--- config.mk ---
export PLATFORM = sky130hd
export DESIGN_NAME = norm_share_sched
export DESIGN_NICKNAME = d
export VERILOG_FILES = /design/src/rtl/norm_share_sched.sv
export SDC_FILE = /design/constraint.sdc
export NUM_CORES = 1
export LEC_CHECK = 0
export ABC_AREA = 1
export BUFFER_PORTS_ARGS = -buffer_cell sky130_fd_sc_hd__buf_2
export CAP_MARGIN = 0
export CORE_UTILIZATION = 62
export DETAILED_ROUTE_END_ITERATION = 7
export PLACE_DENSITY = 0.88
export SYNTH_ARGS = -nofsm -noshare
export SYNTH_HDL_FRONTEND = slang
export SYNTH_SLANG_ARGS = --single-unit
--- constraint.sdc ---
create_clock -name clk -period 12.2 [get_ports clk]
set_input_delay 1.22 -clock clk [delete_from_list [all_inputs] [get_ports clk]]
set_output_delay 1.22 -clock clk [all_outputs]
set_load 0.02 [all_outputs]
--- src/rtl/norm_share_sched.sv ---
// -----------------------------------------------------------------------------
// norm_share_sched
//
// Shares one post-add normalizer between NUM_REQ FMA lanes. A round-robin
// arbiter picks one requesting lane per cycle. Stage A holds the accepted
// word and computes its leading-zero count. Stage B registers the shifted
// significand, the adjusted exponent and the lane id for the rounding stage.
// Results leave through a valid/ready handshake with a latency of two cycles.
//
// Ports
//   clk        : clock, rising edge
//   rst_n      : asynchronous active-low reset
//   req_valid  : per-lane request valid                  [NUM_REQ]
//   req_ready  : per-lane accept, at most one bit high    [NUM_REQ]
//   req_data   : lane i raw word at [i*IN_W +: IN_W]      [NUM_REQ*IN_W]
//   req_exp    : lane i exponent at [i*EXP_WIDTH +: EXP_WIDTH]
//   out_valid  : result valid
//   out_ready  : downstream accept
//   out_sig    : normalized significand (top SIG_WIDTH+1 bits after shift)
//   out_exp    : adjusted exponent
//   out_id     : originating lane
//   out_zero   : input word was all zero
//   busy       : stage A or stage B holds an entry
//   out_uflow  : exponent clamped to 0          (NORM_EXP_SAT_EN only)
//   out_oflow  : exponent clamped to all ones   (NORM_EXP_SAT_EN only)
//
// Build option
//   NORM_EXP_SAT_EN : when defined, the exponent is computed signed at
//                     EXP_WIDTH+2 bits and saturated, and out_uflow/out_oflow
//                     are added. When undefined, the exponent wraps modulo
//                     2^EXP_WIDTH.
// -----------------------------------------------------------------------------
module norm_share_sched #(
    parameter int SIG_WIDTH  = 23,
    parameter int EXP_WIDTH  = 8,
    parameter int NUM_REQ    = 2,
    parameter int EXP_OFFSET = 31,
    localparam int IN_W      = 3 * (SIG_WIDTH + 1) + 6
) (
    input  logic                           clk,
    input  logic                           rst_n,
    input  logic [NUM_REQ-1:0]             req_valid,
    output logic [NUM_REQ-1:0]             req_ready,
    input  logic [NUM_REQ*IN_W-1:0]        req_data,
    input  logic [NUM_REQ*EXP_WIDTH-1:0]   req_exp,
    output logic                           out_valid,
    input  logic                           out_ready,
    output logic [SIG_WIDTH:0]             out_sig,
    output logic [EXP_WIDTH-1:0]           out_exp,
    output logic [1:0]                     out_id,
    output logic                           out_zero,
`ifdef NORM_EXP_SAT_EN
    output logic                           out_uflow,
    output logic                           out_oflow,
`endif
    output logic                           busy
);

    localparam int SIG_W = SIG_WIDTH + 1;
    localparam int NUM_W = $clog2(IN_W + 1);

    // ------------------------------------------------------------------
    // State
    // ------------------------------------------------------------------
    logic [1:0]           rr_ptr_q, rr_ptr_d;

    logic                 a_vld_q, a_vld_d;
    logic [IN_W-1:0]      a_data_q, a_data_d;
    logic [EXP_WIDTH-1:0] a_exp_q, a_exp_d;
    logic [1:0]           a_id_q, a_id_d;

    logic                 b_vld_q, b_vld_d;
    logic [SIG_W-1:0]     b_sig_q, b_sig_d;
    logic [EXP_WIDTH-1:0] b_exp_q, b_exp_d;
    logic [1:0]           b_id_q, b_id_d;
    logic                 b_zero_q, b_zero_d;
`ifdef NORM_EXP_SAT_EN
    logic                 b_uflow_q, b_uflow_d;
    logic                 b_oflow_q, b_oflow_d;
`endif

    // ------------------------------------------------------------------
    // Pipeline flow control
    // ------------------------------------------------------------------
    logic adv_b;
    logic load_a;

    assign adv_b  = !b_vld_q || out_ready;
    assign load_a = !a_vld_q || adv_b;

    // ------------------------------------------------------------------
    // Round-robin arbitration: position k of the search is lane
    // (rr_ptr + k) mod NUM_REQ; the first valid lane in that order wins.
    // ------------------------------------------------------------------
    logic                 found;
    logic [1:0]           win;
    logic [IN_W-1:0]      sel_data;
    logic [EXP_WIDTH-1:0] sel_exp;
    logic                 grant;
    int                   cand;

    always_comb begin
        found    = 1'b0;
        win      = 2'd0;
        sel_data = '0;
        sel_exp  = '0;
        cand     = 0;
        for (int k = 0; k < NUM_REQ; k++) begin
            cand = int'(rr_ptr_q) + k;
            if (cand >= NUM_REQ) begin
                cand = cand - NUM_REQ;
            end
            for (int i = 0; i < NUM_REQ; i++) begin
                if (!found && req_valid[i] && (cand == i)) begin
                    found    = 1'b1;
                    win      = 2'(i);
                    sel_data = req_data[i*IN_W +: IN_W];
                    sel_exp  = req_exp[i*EXP_WIDTH +: EXP_WIDTH];
                end
            end
        end
    end

    assign grant = found && load_a;

    // req_ready is forced low while reset is asserted so no lane sees an
    // accept that the held-in-reset pipeline would never capture.
    always_comb begin
        req_ready = '0;
        for (int i = 0; i < NUM_REQ; i++) begin
            if (grant && rst_n && (win == 2'(i))) begin
                req_ready[i] = 1'b1;
            end
        end
    end

    always_comb begin
        rr_ptr_d = rr_ptr_q;
        if (grant) begin
            if (win == 2'(NUM_REQ - 1)) begin
                rr_ptr_d = 2'd0;
            end else begin
                rr_ptr_d = win + 2'd1;
            end
        end
    end

    // ------------------------------------------------------------------
    // Stage A: capture
    // ------------------------------------------------------------------
    always_comb begin
        a_vld_d  = a_vld_q;
        a_data_d = a_data_q;
        a_exp_d  = a_exp_q;
        a_id_d   = a_id_q;
        if (load_a) begin
            a_vld_d = grant;
        end
        if (grant) begin
            a_data_d = sel_data;
            a_exp_d  = sel_exp;
            a_id_d   = win;
        end
    end

    // ------------------------------------------------------------------
    // Stage A: leading-zero count, shift, exponent adjust
    // ------------------------------------------------------------------
    logic [NUM_W-1:0]     lz;
    logic                 a_zero;
    logic [SIG_W-1:0]     a_sig;
    logic [EXP_WIDTH-1:0] a_exp_adj;
`ifdef NORM_EXP_SAT_EN
    localparam int AW = EXP_WIDTH + 2;
    logic signed [AW-1:0] exp_wide;
    logic                 a_uflow;
    logic                 a_oflow;
`endif

    // Ascending scan: the highest set bit is the last one written.
    always_comb begin
        lz = NUM_W'(IN_W);
        for (int i = 0; i < IN_W; i++) begin
            if (a_data_q[i]) begin
                lz = NUM_W'(IN_W - 1 - i);
            end
        end
    end

    assign a_zero = (lz == NUM_W'(IN_W));

    always_comb begin
        a_sig     = SIG_W'((a_data_q << lz) >> (IN_W - SIG_W));
`ifdef NORM_EXP_SAT_EN
        a_uflow   = 1'b0;
        a_oflow   = 1'b0;
        exp_wide  = $signed({2'b00, a_exp_q}) + $signed(AW'(EXP_OFFSET))
                    - $signed(AW'(lz));
        if (exp_wide < $signed(AW'(0))) begin
            a_exp_adj = '0;
            a_uflow   = 1'b1;
        end else if (exp_wide > $signed(AW'((1 << EXP_WIDTH) - 1))) begin
            a_exp_adj = '1;
            a_oflow   = 1'b1;
        end else begin
            a_exp_adj = exp_wide[EXP_WIDTH-1:0];
        end
`else
        // exp + (EXP_OFFSET - num) covers both shift directions when the
        // result is allowed to wrap.
        a_exp_adj = a_exp_q + EXP_WIDTH'(EXP_OFFSET) - EXP_WIDTH'(lz);
`endif
        if (a_zero) begin
            a_sig     = '0;
            a_exp_adj = '0;
`ifdef NORM_EXP_SAT_EN
            a_uflow   = 1'b0;
            a_oflow   = 1'b0;
`endif
        end
    end

    // ------------------------------------------------------------------
    // Stage B: output register, held while stalled
    // ------------------------------------------------------------------
    always_comb begin
        b_vld_d   = b_vld_q;
        b_sig_d   = b_sig_q;
        b_exp_d   = b_exp_q;
        b_id_d    = b_id_q;
        b_zero_d  = b_zero_q;
`ifdef NORM_EXP_SAT_EN
        b_uflow_d = b_uflow_q;
        b_oflow_d = b_oflow_q;
`endif
        if (adv_b) begin
            b_vld_d = a_vld_q;
            if (a_vld_q) begin
                b_sig_d   = a_sig;
                b_exp_d   = a_exp_adj;
                b_id_d    = a_id_q;
                b_zero_d  = a_zero;
`ifdef NORM_EXP_SAT_EN
                b_uflow_d = a_uflow;
                b_oflow_d = a_oflow;
`endif
            end
        end
    end

    // ------------------------------------------------------------------
    // Registers
    // ------------------------------------------------------------------
    always_ff @(posedge clk or negedge rst_n) begin
        if (!rst_n) begin
            rr_ptr_q  <= '0;
            a_vld_q   <= 1'b0;
            a_data_q  <= '0;
            a_exp_q   <= '0;
            a_id_q    <= '0;
            b_vld_q   <= 1'b0;
            b_sig_q   <= '0;
            b_exp_q   <= '0;
            b_id_q    <= '0;
            b_zero_q  <= 1'b0;
`ifdef NORM_EXP_SAT_EN
            b_uflow_q <= 1'b0;
            b_oflow_q <= 1'b0;
`endif
        end else begin
            rr_ptr_q  <= rr_ptr_d;
            a_vld_q   <= a_vld_d;
            a_data_q  <= a_data_d;
            a_exp_q   <= a_exp_d;
            a_id_q    <= a_id_d;
            b_vld_q   <= b_vld_d;
            b_sig_q   <= b_sig_d;
            b_exp_q   <= b_exp_d;
            b_id_q    <= b_id_d;
            b_zero_q  <= b_zero_d;
`ifdef NORM_EXP_SAT_EN
            b_uflow_q <= b_uflow_d;
            b_oflow_q <= b_oflow_d;
`endif
        end
    end

    // ------------------------------------------------------------------
    // Outputs
    // ------------------------------------------------------------------
    assign out_valid = b_vld_q;
    assign out_sig   = b_sig_q;
    assign out_exp   = b_exp_q;
    assign out_id    = b_id_q;
    assign out_zero  = b_zero_q;
    assign busy      = a_vld_q || b_vld_q;
`ifdef NORM_EXP_SAT_EN
    assign out_uflow = b_uflow_q;
    assign out_oflow = b_oflow_q;
`endif

endmodule

Word level (Yosys, flattened, before mapping)
Cells that the tools add are included.
Storage, ports and cells
  register bits: 127
  bits of input ports: 177
  logic and storage cells: 146
Operators by class
  muxes and demuxes: 100
  reduce and logical (&&, ||, !) cells: 23
  eq/ne operators: 4
  shifts and indexed selects: 1
  magnitude comparators: 2
  add/subtract/negate cells: 6
Operators by type and width (count)
  $mux 7: 77
  $mux 78: 4
  $shl 78x7->78: 1
  $eq 32x2->1 const B: 2
  $logic_not 32->1: 2
  $mux 32: 2
  $mux 8: 5
  $mux 24: 1
  $logic_and 1x1->1: 11
  $add 8x5->8 const B: 1
  $mux 2: 4
  $sub 8x7->8: 1
  $eq 7x7->1 const B: 1
  $mux 1: 7
  $logic_not 1->1: 5
  $sub 3x2->4 const B: 1
  $add 2x1->3 const B: 1
  $ge 3x2->1 const B: 1
  $logic_or 1x1->1: 3
  $sub 2x2->3 const B: 1
  $add 2x1->2 const B: 1
  $eq 2x1->1 const B: 1
  $ge 2x2->1 const B: 1
  $logic_not 2->1: 1
  $reduce_and 2->1: 1

Longest topological paths before layout
Gate-level depths: netlist (run 1).
  word-level depth: 80
  depth in mapped cells: 92
  depth with buffers taken out: 91

Worst setup path before layout (run 1)
OpenSTA, ideal clock, no wires.
  path kind: register to register
  start point: register a_data_q[1]
  end point: register b_exp_q[7], in the netlist out_exp[7]
  arrival: 5.428 ns
  path buffers: 1
  path slack: 6.639 ns
  cell stages (with the launch flop): 90
  cells stage by stage: dfrtp_1 inv_2 nand2_1 nand2_1 nand2_1 nand2_1 nand2_1 nand2_1 nand2_1 nand2_1 nand2_1 nand2_1 nand2_1 nand2_1 nand2_1 nand2_1 nand2_1 nand2_1 [... 54 more ...] nand2_1 nand2_1 nand2_1 nand2_1 nand2_2 nand2_2 buf_6 inv_1 ha_1 ha_1 fa_1 nand3_1 nand2_1 nand2_1 nand2_1 a21oi_1 xor2_1 o21ai_0
Between the ends
  longest elaborated chain between the ends: 79
  elaborated cells on any way between the ends: 80
  those cells by class: 1 x add/sub; 1 x eq/ne; 78 x mux
Ends and longest elaborated chain
  start, declared: RTL line 68  | logic [IN_W-1:0] a_data_q, a_data_d;
  start signal, assigned: RTL line 273  | a_data_q <= a_data_d;
  $mux 7 (*) (77 in series): RTL line 184  | if (a_data_q[i]) begin
  $sub 8x7->8 / $eq 7x7->1 (equally long branches): RTL line 211, 190
  $mux 8 (*): RTL line 213  | if (a_zero) begin
  end signal, assigned: RTL line 278  | b_exp_q <= b_exp_d;
  end, declared: RTL line 74  | logic [EXP_WIDTH-1:0] b_exp_q, b_exp_d;
Every way passes the cells marked *; elsewhere a longest branch is shown, timed or not.
A chain may end at the register's enable or synchronous reset.

Worst setup path after layout (run 1)
  start point: register a_data_q[2]
  end point: register b_sig_q[16], in the netlist out_sig[16]
Between the ends
  longest elaborated chain between the ends: 78
  elaborated cells on any way between the ends: 79
  those cells by class: 1 x eq/ne; 1 x shift; 77 x mux
Ends and longest elaborated chain
  $mux 7 (76 in series): RTL line 184
  $shl 78x7->78 / $eq 7x7->1 (equally long branches): RTL line 193, 190
  $mux 24 (*): RTL line 213
  end signal, assigned: RTL line 277  | b_sig_q <= b_sig_d;
  end, declared: RTL line 73  | logic [SIG_W-1:0] b_sig_q, b_sig_d;
Marks and branches as above.

==> results of run 1 <==
[report_power, final]
part           internal, mW  switching [mW]  total [mW]
combinational         0.525            1.18        1.70
sequential            0.542           0.139       0.680
clock                 0.347           0.221       0.568
total                  1.41            1.53        2.95
[through the flow]
step           instances  area [µm²]
2_1_floorplan       2002       11800
3_3_place_gp        2348       12800
3_5_place_dp        2348       12800
4_1_cts             2380       13500
5_1_grt             2380       13500
6_report            2380       13500
[flip-flops by register name (all words and copies together), names as in the netlist]
register,flops
out_sig,24
out_zero,1
out_valid,1
rr_ptr_q,1
a_id_q,1
out_id,1
a_exp_q,8
a_vld_q,1
a_data_q,78
out_exp,8
[metal layers]
layer	wire, µm	vias to the layer above	track usage, %
met3	3430	171	6.87
met1	16000	6565	53.0
met2	19900	922	73.3
met5	0	-	0
li1	-	6862	-
met4	2210	0	25.5
[placed cells by master, fill, tap and decap left out, types with 2 or more instances in the layout]
cell type    n
o211ai_1    10
inv_6        5
buf_4       19
o21ai_2      2
xnor2_1      3
nor3_1      16
clkinv_4     2
bufinv_16    4
buf_2      213
o21ai_0    103
nor2_1      23
inv_1      368
inv_2        5
a21oi_1     15
o21a_1       2
nand4_1      9
o21ai_1     13
nand2_2      4
nand3_1    522
o221ai_1    86
xor2_1       2
nor4_1      16
ha_1        13
nand2_1    530
o21ai_4      2
dfrtp_1    124
clkbuf_16   17
[final cells by class]
cell class	count	area, µm²
flip-flops and latches	124	3100
well taps	234	293
fillers	1611	5230
clock inverters	14	205
clock buffers	18	429
multi-input cells	1384	6830
inverters	374	1410
repair buffers	232	1210
[path summary, 6_finish.rpt]
kind                       slack, ns               startpoint                  endpoint
min in group asynchronous       0.84                    rst_n  a_data_q[53]$_DFFE_PN0P_
max                             5.22  a_data_q[2]$_DFFE_PN0P_   out_sig[16]$_DFFE_PN0P_
min                             0.48  out_sig[14]$_DFFE_PN0P_   out_sig[14]$_DFFE_PN0P_
max in group asynchronous       9.98                    rst_n  a_data_q[66]$_DFFE_PN0P_
max reg2reg                     5.22  a_data_q[2]$_DFFE_PN0P_   out_sig[16]$_DFFE_PN0P_
min reg2reg                     0.48  out_sig[14]$_DFFE_PN0P_   out_sig[14]$_DFFE_PN0P_
[logic make-up (layout without fill, tap and decap cells)]
| group | after synthesis | in the layout | share of synthesized area (%) |
|---|---|---|---|
| simple gates | 1124 | 1124 | 42.1 |
| buf+inv | 494 | 638 | 16.3 |
| compound gates | 240 | 240 | 13.4 |
| flops | 124 | 124 | 26.3 |
| fa+ha+maj | 14 | 14 | 1.55 |
| xor+xnor | 5 | 5 | 0.371 |
| other cells | 1 | 1 | 0.0318 |
[worst min-delay path: cells and delay by family, from the launching register on]
kind | cells | cell delay, ns
simple gates | 2 | 0.10
flops | 1 | 0.34
==> impl_metrics.ini, run 1 <==
[critical_path]
crit_cells = 89
slowest_stage = buf_4
crit_family = simple AND/OR/NAND/NOR gates
startpoint_type = flip-flop
end_kind = flip-flop
required_ns = 12.58
max_stage_delay_ns = 0.58
path_common_cell = nand2_1
crit_fanout = 82
crit_type = reg -> reg
path_buf_inv = 3
arrival_ns = 7.36
rr_worst_depth = 89

[floorplan]
die_width_um = 140
std_cell_rows = 50
dieArea_mm2 = 0.0196
num_io_pins = 216
core_region_area_mm2 = 0.0187
initial_core_util_pct = 63.1
die_h_um = 140

[sta]
fin_setup_tns_ns = 0
hold_viol = 0
clock.fmax_mhz = 143
clock_skew_ns = 0.0113
drv_slew = 0
finalCritPeriodShare_pct = 57.2
setup_slack_ns = 5.22
rsz0062_at_grt = false
worst_slew_pin_slew_ns = 1.16
slew_headroom_pct = 22.2
period_needed_ns = 6.98
timing.hold.ws_ns = 0.476
setup_viol = 0

[detailed_routing]
vias = 14500
routed_via_density = 6.10
routed_wl_um = 41600
ant_nets = 0
dr.pass1.iters = 8
wl_per_cell_um = 17.5
drc = 3
drtIter0Drc = 1952

[grt]
grt_usage_pct = 43.5
grt_pass1_wl_um = 67800
overflow = 0
grt_max_degree = 115
antenna_found_initial = 0
grt_pass1_vias = 13700

[logic_synthesis]
synth_edf_count = 0
synthFlopType = dfrtp_1
ys_types = 36
yosys_register_bits = 124
syn_nets = 2193
synth_largest_area_cell = dfrtp_1
yosysSeqAreaShare_pct = 26.3
synthCells = 2002
synth.most_common_cell = nand2_1
async_flop_share_pct = 100
synth.top_cell.area_share_pct = 26.3
postSynthAreaPerCell_um2 = 5.90
synth_warnings = 0
synth_common_cells = nand2_1, nand3_1, inv_1
synth_area_leaders = dfrtp_1, nand3_1, nand2_1
syn_area_mm2 = 0.0118

[finish]
drive_gt1_share_pct = 13.1
syn_to_final_growth_pct = 14.1
nets = 2324
diodes = 0
fin_util_pct = 72.0

[clocking]
clockRootBuffer = clkbuf_16
clock_sinks = 124
clkLatencyLatePin_ns = 0.44
cts_max_path_buffers = 2
cts_tree = built
cts_buffers = 17
path_clk_slew_ns = 0.06
cts_resized = 0
htree_levels = 4
ctsHoldBuffers = 0
post_cts_buffers = 0

[worst_hold_path]
hold_depth = 2
hold_class = reg -> reg

[power_and_ir_drop]
power_density_mw_per_mm2 = 219
vdd_drop_max_mv = 0.132
power_mw = 2.95
leakagePower_nw = 7.72

[job]
drv_cap = 0

[status]
run_status = complete, but fails checks
violations = DRC

[placed_design]
gp_congestion = 1.03
portBuffers = 214
pre_cts_slack_ns = 5.63
place_hpwl_um = 29800
Note: power is estimated with default switching activity, not from simulation.
==> run 2: changes to the inputs <==
CORE_UTILIZATION = 52   (was 62)
PLACE_DENSITY = 0.78   (was 0.88)
clock period = 5.75 ns   (was 12.2 ns; I/O delays follow)
==> impl_metrics.ini, run 2 (synthesis gave the netlist of run 1 again) <==
[grt]
grt_usage_pct = 37.6
grt_max_degree = 102
antenna_found_initial = 0
grt_pass1_vias = 13800
overflow = 0
grt_pass1_wl_um = 70100

[critical_path]
crit_type = reg -> reg
crit_start = a_data_q[1]$_DFFE_PN0P_
rrSetupSlack_ns = -0.27
crit_fanout = 12
slowest_stage = dfrtp_1
startpoint_type = flip-flop
r2r_start = a_data_q[1]$_DFFE_PN0P_
required_ns = 6.06
crit_family = simple AND/OR/NAND/NOR gates
path_common_cell = nand2_1
max_stage_delay_ns = 0.39
end_kind = flip-flop
crit_cells = 88
rr_worst_depth = 88
arrival_ns = 6.34
rr_endpoint = out_sig[11]$_DFFE_PN0P_
path_buf_inv = 3
cp-endpoint = out_sig[11]$_DFFE_PN0P_

[detailed_routing]
vias = 14800
ant_nets = 0
wl_per_cell_um = 17.6
routed_wl_um = 44400
routed_via_density = 5.88
dr.pass1.iters = 8
drc = 9
drtIter0Drc = 1611

[floorplan]
die_width_um = 153
std_cell_rows = 54
die_h_um = 153
num_io_pins = 216
initial_core_util_pct = 53.6
dieArea_mm2 = 0.0233
core_region_area_mm2 = 0.0220

[finish]
nets = 2420
drive_gt1_share_pct = 22.4
largest_reg_flops = 78
diodes = 0
largest-register = a_data_q
nFillCells = 2051
fin_cells = 2521
syn_to_final_growth_pct = 26.5
final_common_cell = nand2_1
final_cell_mix = nand2_1, nand3_1, inv_1

[sta]
hold_viol = 0
setup_slack_ns = -0.274
finalCritPeriodShare_pct = 105
clock_skew_ns = 0.0112
rsz0062_at_grt = true
slew_headroom_pct = 26.5
worst_slew_pin_slew_ns = 1.10
clock.fmax_mhz = 166
timing.hold.ws_ns = 0.314
fin_setup_tns_ns = -5.33
setup_viol = 27
drv_slew = 0
period_needed_ns = 6.02

[placed_design]
place_hpwl_um = 32000
pre_cts_slack_ns = -0.283
place_inst = 2480
portBuffers = 214
gp_congestion = 0.992

[clocking]
cts_max_path_buffers = 2
cts_tree = built
clkLatencyLatePin_ns = 0.43
htree_levels = 4
path_clk_slew_ns = 0.06
clockRootBuffer = clkbuf_16
cts_buffers = 17
ctsHoldBuffers = 0
clock_sinks = 124

[power_and_ir_drop]
power_density_mw_per_mm2 = 463
vdd_drop_max_mv = 0.249
power_mw = 6.92
leakagePower_nw = 8.37

[worst_hold_path]
hold_class = in -> async

[status]
run_status = complete, but fails checks
violations = DRC, setup timing

[job]
drv_cap = 0
==> run 2: timing repair <==
item / CTS / global route
pin swaps: 7 / 32
hold endpoints to repair: 0 / 0
endpoints found under the setup margin: 27 / 31
gates resized for setup: 39 / 110
buffers inserted: 2 / 2
cloned: 0 / 7
==> run 2: layer usage <==
layer | GRT usage [%] | up-vias | wire (µm)
li1 | - | 7062 | -
met1 | 46.9 | 6801 | 17500
met2 | 63.7 | 802 | 21200
met3 | 5.43 | 150 | 3460
met4 | 18.6 | 0 | 2220
met5 | 0 | - | 0
==> run 2: layout make-up <==
| class | count | area, µm² | area share (%) |
|---|---|---|---|
| Clock buffer | 18 | 429 | 2.87 |
| Clock inverter | 13 | 144 | 0.963 |
| Inverter | 374 | 1410 | 9.43 |
| Multi-Input combinational cell | 1384 | 7350 | 49.2 |
| Sequential cell | 124 | 3100 | 20.8 |
| Tap cell | 280 | 350 | 2.35 |
| Timing Repair Buffer | 328 | 2150 | 14.4 |
==> run 2: worst reg2reg max path: cells and delay by family, from the launching register on <==
| kind | cells | cell delay, ns |
|---|---|---|
| simple gates | 84 | 4.94 |
| buf+inv | 3 | 0.44 |
| flops | 1 | 0.39 |
| compound gates | 1 | 0.21 |
==> run 2: how the worst min path moves through the flow <==
stage	to	slack, ns	from
after global routing	a_data_q[57]$_DFFE_PN0P_	0.39	rst_n
after detailed placement	out_sig[22]$_DFFE_PN0P_	0.46	out_sig[22]$_DFFE_PN0P_
after floorplan	a_data_q[0]$_DFFE_PN0P_	0.28	rst_n
after CTS	a_data_q[54]$_DFFE_PN0P_	0.36	rst_n
after global placement	out_sig[23]$_DFFE_PN0P_	0.46	out_sig[23]$_DFFE_PN0P_
final	a_data_q[57]$_DFFE_PN0P_	0.31	rst_n
==> run 2: report_power, final <==
group / internal, mW / switching [mW] / total (mW)
logic: 1.60 / 2.82 / 4.42
clock network: 0.639 / 0.455 / 1.09
registers: 1.15 / 0.254 / 1.40
==> run 2: through the flow <==
stage / util (%) / cell area, µm²
finish: 67.8 / 14900
global route: 67.8 / 14900
CTS: 65.1 / 14300
detailed placement: 61.8 / 13600
global placement: 61.8 / 13600
floorplan: - / 11800
